$ cat config.mk
export PLATFORM = sky130hd
export DESIGN_NAME = vga_tile_compositor
export DESIGN_NICKNAME = d
export VERILOG_FILES = /design/src/rtl/vga_pkg.sv /design/src/rtl/vga_res_table.sv /design/src/rtl/vga_tile_compositor.sv
export SDC_FILE = /design/constraint.sdc
export NUM_CORES = 1
export LEC_CHECK = 0
export ABC_AREA = 1
export CAP_MARGIN = 20
export CELL_PAD_IN_SITES_DETAIL_PLACEMENT = 0
export CELL_PAD_IN_SITES_GLOBAL_PLACEMENT = 2
export CORE_UTILIZATION = 30
export DETAILED_ROUTE_END_ITERATION = 10
export GPL_TIMING_DRIVEN = 0
export HOLD_SLACK_MARGIN = 0.03
export PLACE_DENSITY_LB_ADDON = 0.1
export SLEW_MARGIN = 5
export SYNTH_ARGS = -nofsm -noshare
export SYNTH_HDL_FRONTEND = slang
export SYNTH_SLANG_ARGS = --single-unit
$ cat constraint.sdc
create_clock -name clk -period 2.6 [get_ports clk]
set_input_delay 0.26 -clock clk [delete_from_list [all_inputs] [get_ports clk]]
set_output_delay 0.26 -clock clk [all_outputs]
set_load 0.03 [all_outputs]
$ cat src/rtl/vga_pkg.sv
// Shared VGA definitions: resolution codes, active sizes, layouts, pixel helpers.
package vga_pkg;

    typedef enum logic [3:0] {
        RES_640X480  = 4'd0,
        RES_800X600  = 4'd1,
        RES_1024X768 = 4'd2,
        RES_1280X720 = 4'd3
    } res_e;

    localparam int H_640  = 640;
    localparam int V_480  = 480;
    localparam int H_800  = 800;
    localparam int V_600  = 600;
    localparam int H_1024 = 1024;
    localparam int V_768  = 768;
    localparam int H_1280 = 1280;
    localparam int V_720  = 720;

    typedef enum logic [1:0] {
        LAYOUT_FULL = 2'd0,
        LAYOUT_2X1  = 2'd1,
        LAYOUT_2X2  = 2'd2,
        LAYOUT_4X4  = 2'd3
    } layout_e;

    // px_ch value meaning "no channel shown" (black, border or out of range)
    localparam logic [3:0] CH_NONE = 4'hF;

    // Top nibble of each colour component
    function automatic logic [11:0] to_12bit(input logic [23:0] p);
        return {p[23:20], p[15:12], p[7:4]};
    endfunction

endpackage

$ cat src/rtl/vga_res_table.sv
// Resolution code -> active width/height lookup; flags codes we cannot drive.
module vga_res_table
    import vga_pkg::*;
#(
    parameter int COORD_W = 11
) (
    input  logic [3:0]         resolution,
    output logic [COORD_W-1:0] h_active,
    output logic [COORD_W-1:0] v_active,
    output logic               supported
);

    // Pure decode; unsupported codes report 640x480 but callers must ignore them
    always_comb begin
        h_active  = COORD_W'(H_640);
        v_active  = COORD_W'(V_480);
        supported = 1'b1;
        case (resolution)
            RES_640X480:  begin h_active = COORD_W'(H_640);  v_active = COORD_W'(V_480); end
            RES_800X600:  begin h_active = COORD_W'(H_800);  v_active = COORD_W'(V_600); end
            RES_1024X768: begin h_active = COORD_W'(H_1024); v_active = COORD_W'(V_768); end
            RES_1280X720: begin h_active = COORD_W'(H_1280); v_active = COORD_W'(V_720); end
            default:      supported = 1'b0;
        endcase
    end

endmodule

$ cat src/rtl/vga_tile_compositor.sv
// Multi-channel tile compositor: picks one channel pixel per raster position,
// overlays optional tile borders, emits 24/12-bit pixel two cycles later.
module vga_tile_compositor
    import vga_pkg::*;
#(
    parameter int CH_NUM  = 4,
    parameter int PX_W    = 24,
    parameter int COORD_W = 11
) (
    input  logic                     clk,
    input  logic                     rst,
    input  logic [CH_NUM*PX_W-1:0]   ch_data,
    input  logic [COORD_W-1:0]       px_h,
    input  logic [COORD_W-1:0]       px_v,
    input  logic                     px_valid,
    input  logic                     frame_start,
    input  logic [3:0]               resolution,
    input  logic [1:0]               layout,
    input  logic [3:0]               sel_ch,
    input  logic                     border_en,
    input  logic [23:0]              border_color,
    output logic [23:0]              px_24bit_data,
    output logic [11:0]              px_12bit_data,
    output logic                     px_out_valid,
    output logic [3:0]               px_ch,
    output logic                     cfg_err
);

    localparam int STAGES = 2;

    // ---------------- active configuration ----------------
    logic [COORD_W-1:0]      tbl_w, tbl_h;
    logic                    tbl_sup;
    logic                    latch;

    layout_e                 layout_q, layout_d;
    logic [3:0]              sel_ch_q, sel_ch_d;
    logic                    border_en_q, border_en_d;
    logic [23:0]             border_color_q, border_color_d;
    logic [COORD_W-1:0]      w_q, w_d, h_q, h_d;
    logic [2:0][COORD_W-1:0] hs_q, hs_d, vs_q, vs_d;   // W/4, W/2, 3W/4 (same on V)
    logic                    cfg_err_q, cfg_err_d;

    vga_res_table #(.COORD_W(COORD_W)) u_res_table (
        .resolution (resolution),
        .h_active   (tbl_w),
        .v_active   (tbl_h),
        .supported  (tbl_sup)
    );

    // Next config: the pixel carrying frame_start already sees the new values,
    // so S1 decodes against the *_d copies, which equal *_q outside the latch
    always_comb begin
        latch          = frame_start & px_valid;
        layout_d       = layout_q;
        sel_ch_d       = sel_ch_q;
        border_en_d    = border_en_q;
        border_color_d = border_color_q;
        w_d            = w_q;
        h_d            = h_q;
        hs_d           = hs_q;
        vs_d           = vs_q;
        if (latch) begin
            layout_d       = layout_e'(layout);
            sel_ch_d       = sel_ch;
            border_en_d    = border_en;
            border_color_d = border_color;
            if (tbl_sup) begin
                w_d   = tbl_w;
                h_d   = tbl_h;
                hs_d[0] = tbl_w >> 2;
                hs_d[1] = tbl_w >> 1;
                hs_d[2] = (tbl_w >> 1) + (tbl_w >> 2);
                vs_d[0] = tbl_h >> 2;
                vs_d[1] = tbl_h >> 1;
                vs_d[2] = (tbl_h >> 1) + (tbl_h >> 2);
            end
        end
        cfg_err_d = latch & ~tbl_sup;
    end

    // Config register, reset to 640x480 full-screen channel 0
    always_ff @(posedge clk or negedge rst) begin
        if (!rst) begin
            layout_q       <= LAYOUT_FULL;
            sel_ch_q       <= '0;
            border_en_q    <= 1'b0;
            border_color_q <= '0;
            w_q            <= COORD_W'(H_640);
            h_q            <= COORD_W'(V_480);
            hs_q           <= {COORD_W'(480), COORD_W'(320), COORD_W'(160)};
            vs_q           <= {COORD_W'(360), COORD_W'(240), COORD_W'(120)};
            cfg_err_q      <= 1'b0;
        end else begin
            layout_q       <= layout_d;
            sel_ch_q       <= sel_ch_d;
            border_en_q    <= border_en_d;
            border_color_q <= border_color_d;
            w_q            <= w_d;
            h_q            <= h_d;
            hs_q           <= hs_d;
            vs_q           <= vs_d;
            cfg_err_q      <= cfg_err_d;
        end
    end

    // ---------------- stage 1: geometry decode ----------------
    logic [1:0]             col, row;
    logic                   split_hit;
    logic [3:0]             idx_d, idx_q;
    logic                   in_range_d, in_range_q;
    logic                   border_d, border_q;
    logic [CH_NUM*PX_W-1:0] data_q;
    logic [STAGES:1]        vld_pipe_q;

    // Tile column/row by comparing against registered split lines
    always_comb begin
        col       = '0;
        row       = '0;
        idx_d     = sel_ch_d;
        split_hit = 1'b0;
        case (layout_d)
            LAYOUT_FULL: idx_d = sel_ch_d;
            LAYOUT_2X1: begin
                col       = {1'b0, (px_h >= hs_d[1])};
                idx_d     = {2'b00, col};
                split_hit = (px_h == hs_d[1]);
            end
            LAYOUT_2X2: begin
                col       = {1'b0, (px_h >= hs_d[1])};
                row       = {1'b0, (px_v >= vs_d[1])};
                idx_d     = {2'b00, row[0], col[0]};
                split_hit = (px_h == hs_d[1]) || (px_v == vs_d[1]);
            end
            default: begin
                col       = 2'(px_h >= hs_d[0]) + 2'(px_h >= hs_d[1]) + 2'(px_h >= hs_d[2]);
                row       = 2'(px_v >= vs_d[0]) + 2'(px_v >= vs_d[1]) + 2'(px_v >= vs_d[2]);
                idx_d     = {row, col};
                split_hit = (px_h == hs_d[0]) || (px_h == hs_d[1]) || (px_h == hs_d[2]) ||
                            (px_v == vs_d[0]) || (px_v == vs_d[1]) || (px_v == vs_d[2]);
            end
        endcase
        in_range_d = (px_h < w_d) && (px_v < h_d);
        border_d   = border_en_d && (layout_d != LAYOUT_FULL) &&
                     (split_hit || (px_h == w_d - COORD_W'(1)) || (px_v == h_d - COORD_W'(1)));
    end

    // S1 register; advances every cycle regardless of px_valid
    always_ff @(posedge clk or negedge rst) begin
        if (!rst) begin
            idx_q      <= '0;
            in_range_q <= 1'b0;
            border_q   <= 1'b0;
            data_q     <= '0;
            vld_pipe_q <= '0;
        end else begin
            idx_q      <= idx_d;
            in_range_q <= in_range_d;
            border_q   <= border_d;
            data_q     <= ch_data;
            vld_pipe_q <= {vld_pipe_q[STAGES-1:1], px_valid};
        end
    end

    // ---------------- stage 2: pixel select ----------------
    logic [PX_W-1:0] ch_pix;
    logic            ch_ok;
    logic [23:0]     pix_d, pix_q;
    logic [11:0]     p12_d, p12_q;
    logic [3:0]      px_ch_d, px_ch_q;

    // Priority mux; outputs hold when the S1 slot carries no pixel
    always_comb begin
        ch_pix = '0;
        for (int k = 0; k < CH_NUM; k++) begin
            if (idx_q == 4'(k)) ch_pix = data_q[k*PX_W +: PX_W];
        end
        ch_ok   = ({1'b0, idx_q} < 5'(CH_NUM));
        pix_d   = pix_q;
        p12_d   = p12_q;
        px_ch_d = px_ch_q;
        if (vld_pipe_q[1]) begin
            if (!in_range_q) begin
                pix_d   = '0;
                px_ch_d = CH_NONE;
            end else if (border_q) begin
                pix_d   = border_color_q;
                px_ch_d = CH_NONE;
            end else if (!ch_ok) begin
                pix_d   = '0;
                px_ch_d = CH_NONE;
            end else begin
                pix_d   = 24'(ch_pix);
                px_ch_d = idx_q;
            end
            p12_d = to_12bit(pix_d);
        end
    end

    // S2 output register
    always_ff @(posedge clk or negedge rst) begin
        if (!rst) begin
            pix_q   <= '0;
            p12_q   <= '0;
            px_ch_q <= CH_NONE;
        end else begin
            pix_q   <= pix_d;
            p12_q   <= p12_d;
            px_ch_q <= px_ch_d;
        end
    end

    assign px_24bit_data = pix_q;
    assign px_12bit_data = p12_q;
    assign px_ch         = px_ch_q;
    assign px_out_valid  = vld_pipe_q[STAGES];
    assign cfg_err       = cfg_err_q;

endmodule

# Word level (Yosys, flattened, before mapping)

Cells that the tools add are included.

Flip-flop bits (word level): 264
Input port bits: 157
Output and inout bits: 42
Logic and storage cells: 99

Add/sub/neg operators: 8
$lt $le $gt $ge: 9
Equal/unequal tests: 16
Muxes and demuxes: 26
Bitwise gates (word level): 3
Reductions and logical operators: 16

Operators with widths:

| operator                                                                     | count |
|---|---|
| 24-bit two-way mux                                                           | 7 |
| 33-bit two-way mux                                                           | 4 |
| 11-bit equality test                                                         | 8 |
| 11-bit >= comparator                                                         | 6 |
| 11-bit two-way mux                                                           | 4 |
| 11-bit one-hot mux with 3 select lines                                       | 1 |
| 10-bit one-hot mux with 3 select lines                                       | 1 |
| 10-bit by 9-bit adder with 11-bit output                                     | 2 |
| 11-bit less-than comparator                                                  | 2 |
| 11-bit by 1-bit subtractor with 11-bit output, second input constant         | 2 |
| 4-bit by 2-bit equality test with 1-bit output, second input constant        | 4 |
| 4-bit two-way mux                                                            | 4 |
| 4-bit one-hot mux with 3 select lines                                        | 1 |
| 4-bit by 1-bit equality test with 1-bit output, second input constant        | 2 |
| 4-bit zero test                                                              | 2 |
| 1-bit logical OR                                                             | 8 |
| 1-bit by 1-bit adder with 2-bit output                                       | 2 |
| 2-bit by 1-bit adder with 2-bit output                                       | 2 |
| 4-bit by 3-bit less-than comparator with 1-bit output, second input constant | 1 |
| 4-bit OR reduction                                                           | 1 |
| 1-bit logical AND                                                            | 3 |
| 1-bit one-hot mux with 3 select lines                                        | 1 |
| 1-bit bitwise AND                                                            | 2 |
| 2-bit by 1-bit equality test with 1-bit output, second input constant        | 1 |
| other kinds (6)                                                              | 7 |

# Depth between registers and ports, before layout

Word-level depth: 15
Gate-level depth with buffers: 23
Depth with buffers taken out: 23

# Cells and area by module

From an unflattened synthesis, not the netlist that was laid out.

Cell total of the unflattened synthesis: 1,424
Area total of the unflattened synthesis: 13,162.6 um^2

By module, submodules not included:

| module              | instances | cells each | area each (um^2) | seq. area each (um^2) |
|---|---|---|---|---|
| vga_tile_compositor | 1         | 1,394      | 12,987.5         | 6,317.3 |
| vga_res_table       | 1         | 30         | 175.2            | 0.0 |

# Worst setup path after synthesis

No wires, ideal clock.

Kind: input to register
Start: in resolution[3]
End: reg idx_q[2]
Library setup time: 0.121 ns
Arrival time: 3.401 ns
Data required time: 2.479 ns
Path slack: -0.922 ns
Stages on the path: 23
Path buffers: 0
Path through: nor2_8 nand2_2 inv_1 nand2_1 ha_1 a21oi_2 ha_1 ha_1 nand2_1 nand2_1 a21oi_1 xor2_1 nand2_1 o21a_1 inv_1 ha_1 o21a_1 nor2_1 o21ai_0 nand3_1 nand3_1 fa_1 a22o_1

RTL lines:

| item                 | line                       | source |
|---|---|---|
| from (decl)          | vga_tile_compositor.sv:17  | `input logic [3:0] resolution,` |
| to (signal assigned) | vga_tile_compositor.sv:157 | `idx_q <= idx_d;` |
| to (decl)            | vga_tile_compositor.sv:110 | `logic [3:0] idx_d, idx_q;` |

==> run_results.csv <==
group,metric,value,unit
worst_setup_path,r2r_cells,10,
worst_setup_path,startpoint_type,"input port",
detailed_routing,drt_iter0_markers,383,
worst_setup_path,cp-end-kind,"flop",
detailed_routing,ant_nets,0,
yosys,syn_area,12200,um2
sta,setup_viol,5,
sta,finalWorstSetupSlack,-268,ps
finish,final_util,41.4,%
worst_setup_path,crit_required,3070,ps
finish,antenna_cells,0,
yosys,synth_area_per_cell,9.41,um2
clocking,cts_sinks,251,
power_and_ir_drop,vdd_drop_max,425,uV
floorplan,initial_core_util,30.6,%
worst_setup_path,crit_chain,"buf_8 -> nor2_8 -> nand2_4 -> inv_4 -> nand2_4 -> ha_4 -> a21oi_4 -> ha_4 -> inv_2 -> o21ai_2 -> inv_2 -> ha_4 -> a21oi_4 -> o21ai_4 -> nand3_2 -> a21oi_2 -> o21a_1 -> nor2_2 -> o21ai_1 -> nand3_1 -> nand3_2 -> fa_1 -> a22o_1",
floorplan,dieArea,41600,um2
sta,final.min_clock_period,2870,ps
clocking,clk_latency,590,ps
hold_path,hp-class,"in -> reg",
worst_setup_path,crit_top_cell,"ha_4",
detailed_routing,vias,9602,
yosys,synth_top_area_cell,"dfrtp_1",
floorplan,die_w,204,um
global_route,overflow,0,
power_and_ir_drop,powerDensity,693,nW/um2
placed_design,numPortBuffers,198,
finish,multi_input_area,5180,um2
finish,seq_area,6320,um2
sta,slew_viol_final,0,
floorplan,io-pin-count,199,
clocking,h-tree-depth,1,
placed_design,preCtsSetupSlack,-1900,ps
finish,final_common_cell,"nand2_1",
run_status,violations,"setup timing",
global_route,grt_max_degree,107,
worst_setup_path,cp_slowest_stage_delay,490,ps
finish,synthToLayoutAreaGrowth,35.3,%
detailed_routing,post-route-drc-count,0,
sta,max_freq,349,MHz
worst_setup_path,startpoint,"resolution[2]",
sta,tightest_slew,999,ps
placed_design,post-dp-hpwl,27800,um
floorplan,std_cell_rows,73,
detailed_routing,wl_per_cell,18.0,um
sta,skew,12.7,ps
worst_setup_path,crit_type,"in -> reg",
yosys,ys_ff_latch,251,
worst_setup_path,cp.depth,23,
worst_setup_path,cp_top_family,"compound AO/OA/AOI/OAI gates",
sta,grt_setup_unrepaired,"yes",
global_route,grt_pass1_vias,9782,
clocking,path_clk_slew,60,ps
worst_setup_path,reg2reg_to,"idx_q[2]$_DFF_PN0_",
clocking,cts_tree,"done",
clocking,root_buffer,"clkbuf_16",
global_route,antenna_found_initial,3,
clocking,cts_made_buffers,31,
finish,layout.nets,1818,
sta,min_period_over_period,110,%
worst_setup_path,path_max_fanout,5,
sta,hold_violations,0,
worst_setup_path,cp.arrival,3340,ps
detailed_routing,routed_via_density,4.54,
worst_setup_path,cp_num_buf_inv,4,
yosys,synth_top_cell_area_share,45.4,%
sta,max_slew_margin,32.9,%
yosys,synth_fp_nets,1556,
worst_setup_path,rr_startpoint,"vs_q[17]$_DFF_PN1_",
sta,hold_slack,107,ps
global_route,grt_first_pass_wirelength,58500,um
finish,final_cell_mix,"286 x nand2_1, 222 x dfrtp_1, 191 x clkdlybuf4s50_1",
yosys,synth_top_cells_by_area,"dfrtp_1 45%, ha_1 9.6%, nand2_1 9.0%, dfstp_2 6.2%, inv_1 5.9%",
finish,drive_gt1_share,16.1,%
detailed_routing,drt_first_pass_iters,7,
worst_setup_path,slowest_stage,"fa_1",
global_route,grt_usage,18.7,%
placed_design,place_congestion,0.773,
yosys,syn_inst,1302,
worst_setup_path,crit_end,"idx_q[2]$_DFF_PN0_",
worst_setup_path,r2r_slack,-100,ps
run_status,status,"finished, violations left",
floorplan,core,40000,um2
job,cap_viol_max_count,0,
clocking,cts_buffer_depth,3,
yosys,seq_area_frac_synth,51.6,%
yosys,synth_cell_type_count,52,
power_and_ir_drop,p_leak,8.14,nW
detailed_routing,wirelength,38100,um
yosys,yosys_warnings,0,
finish,fill_cells,4086,
floorplan,dieHeight,204,um
==> registers in the layout, summed over array words and instances (netlist names), 2 cells and up <==
| register | cells |
|---|---|
| idx_q | 4 |
| w_q | 11 |
| data_q | 96 |
| vld_pipe_q | 2 |
| px_24bit_data | 24 |
| h_q | 11 |
| hs_q | 33 |
| sel_ch_q | 4 |
| border_color_q | 24 |
| px_ch | 3 |
| layout_q | 2 |
| vs_q | 33 |
==> repair_timing <==
action	in CTS	in global routing
setup endpoints to repair	6	20
hold buffers	2	0
hold endpoints to repair	62	0
setup buffers	23	4
resized for setup	100	21
pin swaps	33	21
==> per-stage QoR <==
step | std cells | instance area [um2] | TNS (ps) | power [mW]
floorplan | 1302 | 12300 | -2440 | 6.05
global placement | 2025 | 14900 | -2500330 | 7.06
detailed placement | 2027 | 15000 | -10900 | 7.08
CTS | 2109 | 16500 | -581 | 11.6
global route | 2113 | 16600 | -1480 | 12.2
finish | 2113 | 16600 | -849 | 11.5
==> logic make-up after synthesis <==
logic type	Yosys count	synth area share, %
other	1	0.0306
AOI/OAI and AO/OA	228	11.9
and+or+nand+nor	462	17.1
xor gates and xnor gates	12	0.981
DFF	251	51.6
adders and majority gates	97	10.1
buffers and inverters	251	8.38
==> synth_stat cells, drive strengths merged <==
library cell and count:
xor3 1, clkinv 1, a21oi 53, xor2 7, xnor2 4, buf 19, conb 1, o21ai 89
a22o 2, a22oi 16, nand4 5, o221ai 28, o221a 12, ha 94, dfstp 29, nor2 67
o2111ai 1, clkbuf 29, inv 202, nand3b 10, a211oi 1, nand2 320, nor4 4, o21a 8
o211ai 2, o21bai 2, nor3 2, fa 3, dfrtp 222, or2 5, a2111oi 1, o22ai 2
nor4b 1, and3 1, nand3 47, a21boi 2, a31oi 5, a21o 4
==> worst min-delay path by stage <==
| stage | start | endpoint | slack, ps | cells after the start |
|---|---|---|---|---|
| after global placement | hs_q[23]$_DFF_PN0_ | hs_q[23]$_DFF_PN0_ | 450 | 2 |
| after detailed placement | rst | data_q[37]$_DFF_PN0_ | 240 | 1 |
| final | ch_data[64] | data_q[64]$_DFF_PN0_ | 110 | 1 |
| after global routing | ch_data[26] | data_q[26]$_DFF_PN0_ | 80 | 1 |
| after floorplan | rst | border_color_q[0]$_DFFE_PN0P_ | -40 | 0 |
| after CTS | resolution[3] | cfg_err$_DFF_PN0_ | 50 | 4 |
==> metal layers <==
metal | GRT usage [%] | vias up | wire length [um]
li1 | - | 4767 | -
met1 | 25.8 | 4597 | 18200
met2 | 30.8 | 186 | 17700
met3 | 2.81 | 50 | 1440
met4 | 4.00 | 2 | 752
met5 | 0 | - | 8
==> final cells by class <==
type,instances,share of cell area [%]
Clock buffer,47,5.65
Tap cell,525,3.96
Clock inverter,10,0.596
Buffer,48,2.08
Multi-Input combinational cell,800,31.2
Inverter,203,4.69
Timing Repair Buffer,229,13.7
Sequential cell,251,38.1
==> power breakdown <==
part | switching [mW] | internal [mW]
logic | 1.54 | 1.13
registers | 0.140 | 4.32
clock network | 1.78 | 2.58
Note: power is estimated with default switching activity, not from simulation.
